<file path="src/rtl/timer_arb_pkg.sv">
// timer_arb_pkg: shared definitions for the timer arbiter.
//   - FSM state encoding (ST_IDLE / ST_COUNT) and its enum view
//   - default parameter values (NREQ_DEF, CW_DEF)
//   - rr_next(): round-robin winner search, used by rr_pick
package timer_arb_pkg;

    localparam logic ST_IDLE  = 1'b0;
    localparam logic ST_COUNT = 1'b1;

    localparam int NREQ_DEF = 4;
    localparam int CW_DEF   = 28;

    // Index width sized for the largest supported requester count (8).
    localparam int MAX_NREQ = 8;
    localparam int IDX_W    = 3;

    typedef enum logic {
        S_IDLE  = ST_IDLE,
        S_COUNT = ST_COUNT
    } state_e;

    // First set bit of req searching upward from (last+1) mod nreq, with wrap.
    // The loop runs from the farthest candidate down to the nearest so the
    // nearest set bit is the one left standing. Returns last if req is empty.
    function automatic logic [IDX_W-1:0] rr_next(
        input logic [MAX_NREQ-1:0] req,
        input logic [IDX_W-1:0]    last,
        input int                  nreq
    );
        int idx;
        rr_next = last;
        for (int k = MAX_NREQ; k >= 1; k--) begin
            if (k <= nreq) begin
                idx = (int'(last) + k) % nreq;
                if (req[idx]) rr_next = idx[IDX_W-1:0];
            end
        end
    endfunction

endpackage

</file>
<file path="src/rtl/timer_arbiter_rr_pick.sv">
// rr_pick: combinational round-robin picker.
//   req   in   NREQ    pending requests
//   last  in   IDX_W   index of the previous winner
//   valid out  1       any request pending
//   win   out  IDX_W   winning requester index (meaningful when valid)
module rr_pick
    import timer_arb_pkg::*;
#(
    parameter int NREQ = NREQ_DEF
) (
    input  logic [NREQ-1:0]  req,
    input  logic [IDX_W-1:0] last,
    output logic             valid,
    output logic [IDX_W-1:0] win
);

    logic [MAX_NREQ-1:0] req_ext;

    always_comb begin
        req_ext            = '0;
        req_ext[NREQ-1:0]  = req;
    end

    assign valid = |req;
    assign win   = rr_next(req_ext, last, NREQ);

endmodule

</file>
<file path="src/rtl/timer_arbiter.sv">
// timer_arbiter: one shared delay counter handed out round-robin to NREQ
// requesters. The winner's delay is captured at grant; when the count
// reaches it, a one-cycle done pulse returns to that requester.
// Non-preemptive. All outputs are registered.
//   clk      in   1         system clock
//   rst_n    in   1         asynchronous active-low reset
//   req      in   NREQ      level requests, held until done
//   delay    in   NREQ*CW   per-requester delay, requester i at [i*CW +: CW]
//   gnt      out  NREQ      one-hot owner of the counter
//   done     out  NREQ      one-hot expiry pulse
//   busy     out  1         counter running
//   abort    in   1         cancel current count    (TIMER_ARB_ABORT_EN)
//   aborted  out  NREQ      one-hot cancel pulse     (TIMER_ARB_ABORT_EN)
// Optional feature macro: TIMER_ARB_ABORT_EN.
module timer_arbiter
    import timer_arb_pkg::*;
#(
    parameter int NREQ = NREQ_DEF,
    parameter int CW   = CW_DEF
) (
    input  logic              clk,
    input  logic              rst_n,
    input  logic [NREQ-1:0]   req,
    input  logic [NREQ*CW-1:0] delay,
    output logic [NREQ-1:0]   gnt,
    output logic [NREQ-1:0]   done,
    output logic              busy
`ifdef TIMER_ARB_ABORT_EN
    ,
    input  logic              abort,
    output logic [NREQ-1:0]   aborted
`endif
);

    logic [NREQ-1:0][CW-1:0] delay_a;
    assign delay_a = delay;

    state_e              state_q, state_d;
    logic [CW-1:0]       cnt_q,   cnt_d;
    logic [CW-1:0]       limit_q, limit_d;
    logic [IDX_W-1:0]    last_q,  last_d;
    logic [NREQ-1:0]     gnt_q,   gnt_d;
    logic [NREQ-1:0]     done_q,  done_d;
    logic                busy_q,  busy_d;
`ifdef TIMER_ARB_ABORT_EN
    logic [NREQ-1:0]     aborted_q, aborted_d;
`endif

    logic             pick_vld;
    logic [IDX_W-1:0] pick_win;

    rr_pick #(.NREQ(NREQ)) u_pick (
        .req   (req),
        .last  (last_q),
        .valid (pick_vld),
        .win   (pick_win)
    );

    always_comb begin
        state_d = state_q;
        cnt_d   = cnt_q;
        limit_d = limit_q;
        last_d  = last_q;
        gnt_d   = gnt_q;
        done_d  = '0;
        busy_d  = busy_q;
`ifdef TIMER_ARB_ABORT_EN
        aborted_d = '0;
`endif
        case (state_q)
            S_IDLE: begin
                if (pick_vld) begin
                    // Select by comparison rather than indexing so the
                    // fixed-width win index never over-addresses NREQ.
                    gnt_d = '0;
                    for (int i = 0; i < NREQ; i++) begin
                        if (pick_win == IDX_W'(i)) begin
                            gnt_d[i] = 1'b1;
                            limit_d  = delay_a[i];
                        end
                    end
                    last_d  = pick_win;
                    cnt_d   = '0;
                    state_d = S_COUNT;
                    busy_d  = 1'b1;
                end
            end
            S_COUNT: begin
`ifdef TIMER_ARB_ABORT_EN
                if (abort) begin
                    // Abort wins over a simultaneous expiry.
                    aborted_d = gnt_q;
                    gnt_d     = '0;
                    busy_d    = 1'b0;
                    state_d   = S_IDLE;
                end else
`endif
                if (cnt_q == limit_q) begin
                    done_d  = gnt_q;
                    gnt_d   = '0;
                    busy_d  = 1'b0;
                    state_d = S_IDLE;
                end else begin
                    cnt_d = cnt_q + CW'(1);
                end
            end
            default: state_d = S_IDLE;
        endcase
    end

    always_ff @(posedge clk or negedge rst_n) begin
        if (!rst_n) begin
            state_q <= S_IDLE;
            cnt_q   <= '0;
            limit_q <= '0;
            last_q  <= IDX_W'(NREQ - 1);
            gnt_q   <= '0;
            done_q  <= '0;
            busy_q  <= 1'b0;
`ifdef TIMER_ARB_ABORT_EN
            aborted_q <= '0;
`endif
        end else begin
            state_q <= state_d;
            cnt_q   <= cnt_d;
            limit_q <= limit_d;
            last_q  <= last_d;
            gnt_q   <= gnt_d;
            done_q  <= done_d;
            busy_q  <= busy_d;
`ifdef TIMER_ARB_ABORT_EN
            aborted_q <= aborted_d;
`endif
        end
    end

    assign gnt  = gnt_q;
    assign done = done_q;
    assign busy = busy_q;
`ifdef TIMER_ARB_ABORT_EN
    assign aborted = aborted_q;
`endif

endmodule

</file>
<file path="config.mk">
export PLATFORM = sky130hd
export DESIGN_NAME = timer_arbiter
export DESIGN_NICKNAME = d
export VERILOG_FILES = /design/src/rtl/timer_arb_pkg.sv /design/src/rtl/timer_arbiter_rr_pick.sv /design/src/rtl/timer_arbiter.sv
export SDC_FILE = /design/constraint.sdc
export NUM_CORES = 1
export LEC_CHECK = 0
export BUFFER_PORTS_ARGS = -buffer_cell sky130_fd_sc_hd__buf_4
export CORE_UTILIZATION = 49
export CTS_BUF_LIST = sky130_fd_sc_hd__clkbuf_4 sky130_fd_sc_hd__clkbuf_8
export CTS_CLUSTER_DIAMETER = 150
export DETAILED_ROUTE_END_ITERATION = 6
export PLACE_DENSITY = 0.87
export SYNTH_ARGS = -nofsm -noshare
export SYNTH_HDL_FRONTEND = slang
export SYNTH_SLANG_ARGS = --single-unit
</file>
<file path="constraint.sdc">
create_clock -name clk -period 1.94 [get_ports clk]
set_clock_uncertainty 0.05 [all_clocks]
set_input_delay 0.097 -clock clk [delete_from_list [all_inputs] [get_ports clk]]
set_output_delay 0.097 -clock clk [all_outputs]
set_load 0.02 [all_outputs]
</file>
==> run metrics <==
Post-synth EDFFs=0; CP Buf/Inv Count=1; drt total wl=19.91 mm; cell taking the most area after synthesis=dfrtp_1; largest family of logic cells by synthesized area=simple AND/OR/NAND/NOR gates; Switching Share=31.35%; Final min period=2.557 ns; CP required=2.13 ns; Sequential Power Share=41.7%; period utilization=131.8%; number of CTS-inserted buffers=9; Die H=95.67 um; Site Rows=33; sequential cell area fraction in the yosys report=40.22%; unrepaired setup endpoints after global routing=true; Avg WL per Cell=26.91 um; post-synth top area share=39.00%; Slew @ Worst Pin=0.5211 ns; syn nets=572; worst r2r dst=cnt_q[26]; Peak VDD IR=0.4079 mV; cell-internal power=2609 uW; grt total ovfl=0; synth top area cells=dfrtp_1, a211oi_1, mux2i_1; CP Max Fanout=10; Final Hold Slack=-0.009472 ns; Crit path depth=7; combinational power share=26.3%; xor and xnor area share after synthesis=5.908%; adder-cell share of the synthesized area=0.2910%; worst reg-to-reg path cell count=7; top_reg_cell synth=dfrtp_1; Syn Area/Cell=9.490 um^2; Slew HR=65.26%; Switching Power=1191 uW; Synth Area in Compound Gates=17.08%; Simple-Gate Fraction of Synth Area=21.89%; Fin Setup TNS=-16.22 ns; Ports=127; GRT Total Usage=33.96%; Filler cells=372; area of the multi-input gates=0.002844 mm^2; Final Hold Fails=1; largest net degree at the start of global routing=38; critical path launch point type=flip-flop; CTS H-tree depth=3; async set or reset register ratio after synthesis=100.0%; Via Count=5,213; Antenna Violating Nets Remaining=0; Crit path max-delay family=simple AND/OR/NAND/NOR gates; Num Clock Sinks=69; fraction of layout cells with a size suffix above 1=48.82%; Worst Setup SP=limit_q[17]; Leak Pwr=0.002891 uW; vias in the first global route=4,632; post-synth design cell area=0.004299 mm^2; # port buffers=126; Reg2Reg Setup Slack=-0.62 ns; crit-path cells=xnor2_2, nand4_1, nor4_4, and2_4, buf_8, o21ai_0, a21oi_1; n_diodes=0; starting density of the core=51.55%; first-pass GRT wire length=23.03 mm; post-DP HPWL=9.447 mm; drt initial violations=765; Max Slew Vio Count=0; die width=95.67 um; last element of the critical path=cnt_q[26]; crit path max-delay cell type=dfrtp_1; maxcap violations=0; Crit Reg-Reg Startpoint=limit_q[17]; core area=0.008341 mm^2; worst skew pair latency=0.38 ns; Fmax=0.3910 GHz; mux contribution to synthesized area=9.546%; Seq. cell area=0.001743 mm^2; clock power share=32.0%; Max clock buf depth=2; failing checks=negative hold slack, negative setup slack; CP max stage delay=0.46 ns; CTS tree=done; initial antenna violation count=0; Critical Path Sink Type=flip-flop; DR pass1 iterations=7; Syn Inst Count=453; die area=0.009153 mm^2; Power Density=569.3 mW/mm^2; DRC=0; Yosys Warn Count=0; WS Path Type=flip-flop to flip-flop; worst path arrival time=2.75 ns; gpl congestion=0.9856; clk root buf=clkbuf_8; status=complete, but fails checks; DR vias/cell=7.045; post-synth cell types=52; PnR worst setup slack=-0.6173 ns; final setup violation count=66; Clock transition at path regs=0.09 ns; Hold Path Class=primary input to flip-flop; Layout area overhead=55.27%; nets@finish=750; FF+latch count, synth=69
## area by class of cell
class	instances	area share, %
inverters	12	0.7310
well taps	105	1.968
clock buffers	14	2.699
repair buffers	196	25.81
multi-input cells	343	42.61
clock inverters	1	0.07498
flip-flops and latches	69	26.11
## tightest hold or removal path: cells and delay by family
kind | cells | cell delay, ns
buffers and inverters | 1 | 0.08
AOI/OAI and AO/OA | 2 | 0.19
## placed cells by master (no fill, tap or decap), drive strengths merged, types with 6 or more instances in the layout
| master | netlist | layout |
|---|---|---|
| buf | 19 | 191 |
| nor2b | 20 | 20 |
| nor3 | 9 | 9 |
| o21ai | 6 | 6 |
| nor2 | 38 | 38 |
| or4 | 6 | 6 |
| inv | 12 | 11 |
| and2b | 9 | 9 |
| nand4 | 12 | 12 |
| a211oi | 56 | 56 |
| xnor2 | 29 | 29 |
| dfrtp | 67 | 67 |
| nand3 | 14 | 14 |
| nand2 | 39 | 39 |
| mux2i | 41 | 41 |
| and2 | 5 | 6 |
| clkbuf | 11 | 18 |
| or3 | 6 | 6 |
| o311ai | 6 | 6 |
## power by group through the flow
stage	registers (uW)	clock network, uW	logic [uW]
after detailed placement	1590	0	635
after floorplan	1570	0	330
after global routing	1580	1250	1020
after global placement	1580	0	613
final	1590	1210	999
after CTS	1560	1130	740
## per-layer routing
metal	global-route usage, %	part of all wire [%]	vias up
met3	6.140	13	162
met4	21.02	8.0	0
met5	0	0	-
met2	56.85	46	578
li1	-	-	2020
met1	40.37	33	2453
## kinds of logic after synthesis
logic type               count (synthesis)
AND/OR/NAND/NOR                        174
AO/OA/AOI/OAI                           97
flip-flops                              69
buffers and inverters                   42
multiplexers                            41
XOR/XNOR                                29
adder cells (fa/ha/maj)                  1
## flip-flops by register name, indices dropped and copies added (netlist names)
signal,count
last_q,3
gnt,4
done,4
busy,1
limit_q,28
state_q,1
cnt_q,28
## timing repair
item	4_1_cts	5_1_grt
cloned	5	5
endpoints found under the setup margin	60	67
buffers inserted	8	7
endpoints found under the hold margin	35	0
pin swaps	16	29
gates resized for setup	50	69
hold buffers	1	0
## per-stage QoR
stage                     power [uW]  std cells  setup slack [ns]  area, um^2  utilization, %
after floorplan                 1901        453           0.02437        4305               -
after global placement          2196        699           -0.1686        5627           67.46
after detailed placement        2222        699           -0.3160        5627           67.46
after CTS                       3428        728          -0.08388        6156           73.81
after global routing            3848        740           -0.6158        6675           80.03
final                           3800        740           -0.6173        6675           80.03
## how the worst min path moves through the flow
stage | slack [ns] | depth (start not counted) | end | startpoint
2_1_floorplan | -0.25 | 0 | busy | rst_n
3_3_place_gp | 0.04 | 1 | limit_q[23] | rst_n
3_5_place_dp | 0.04 | 1 | limit_q[23] | rst_n
4_1_cts | 0.03 | 3 | limit_q[25] | delay[81]
5_1_grt | 0.01 | 3 | limit_q[14] | delay[42]
6_report | -0.009 | 3 | limit_q[14] | delay[42]
## cell usage after synthesis, types with 4 or more instances
cell,instances
dfrtp_1,67
a211oi_1,56
nand2_1,38
nor2_1,35
or4_1,6
mux2i_1,41
inv_1,12
buf_2,11
or3_1,6
nand4_1,11
o211ai_1,5
nor4_1,4
o311ai_0,6
and2_1,5
clkbuf_1,10
nor2b_1,20
a21oi_1,5
o21ai_0,6
nand3_1,14
nor3_1,7
xnor2_1,29
nand2b_1,5
buf_6,4
and2b_1,9
(Power assumes the default switching activity.)
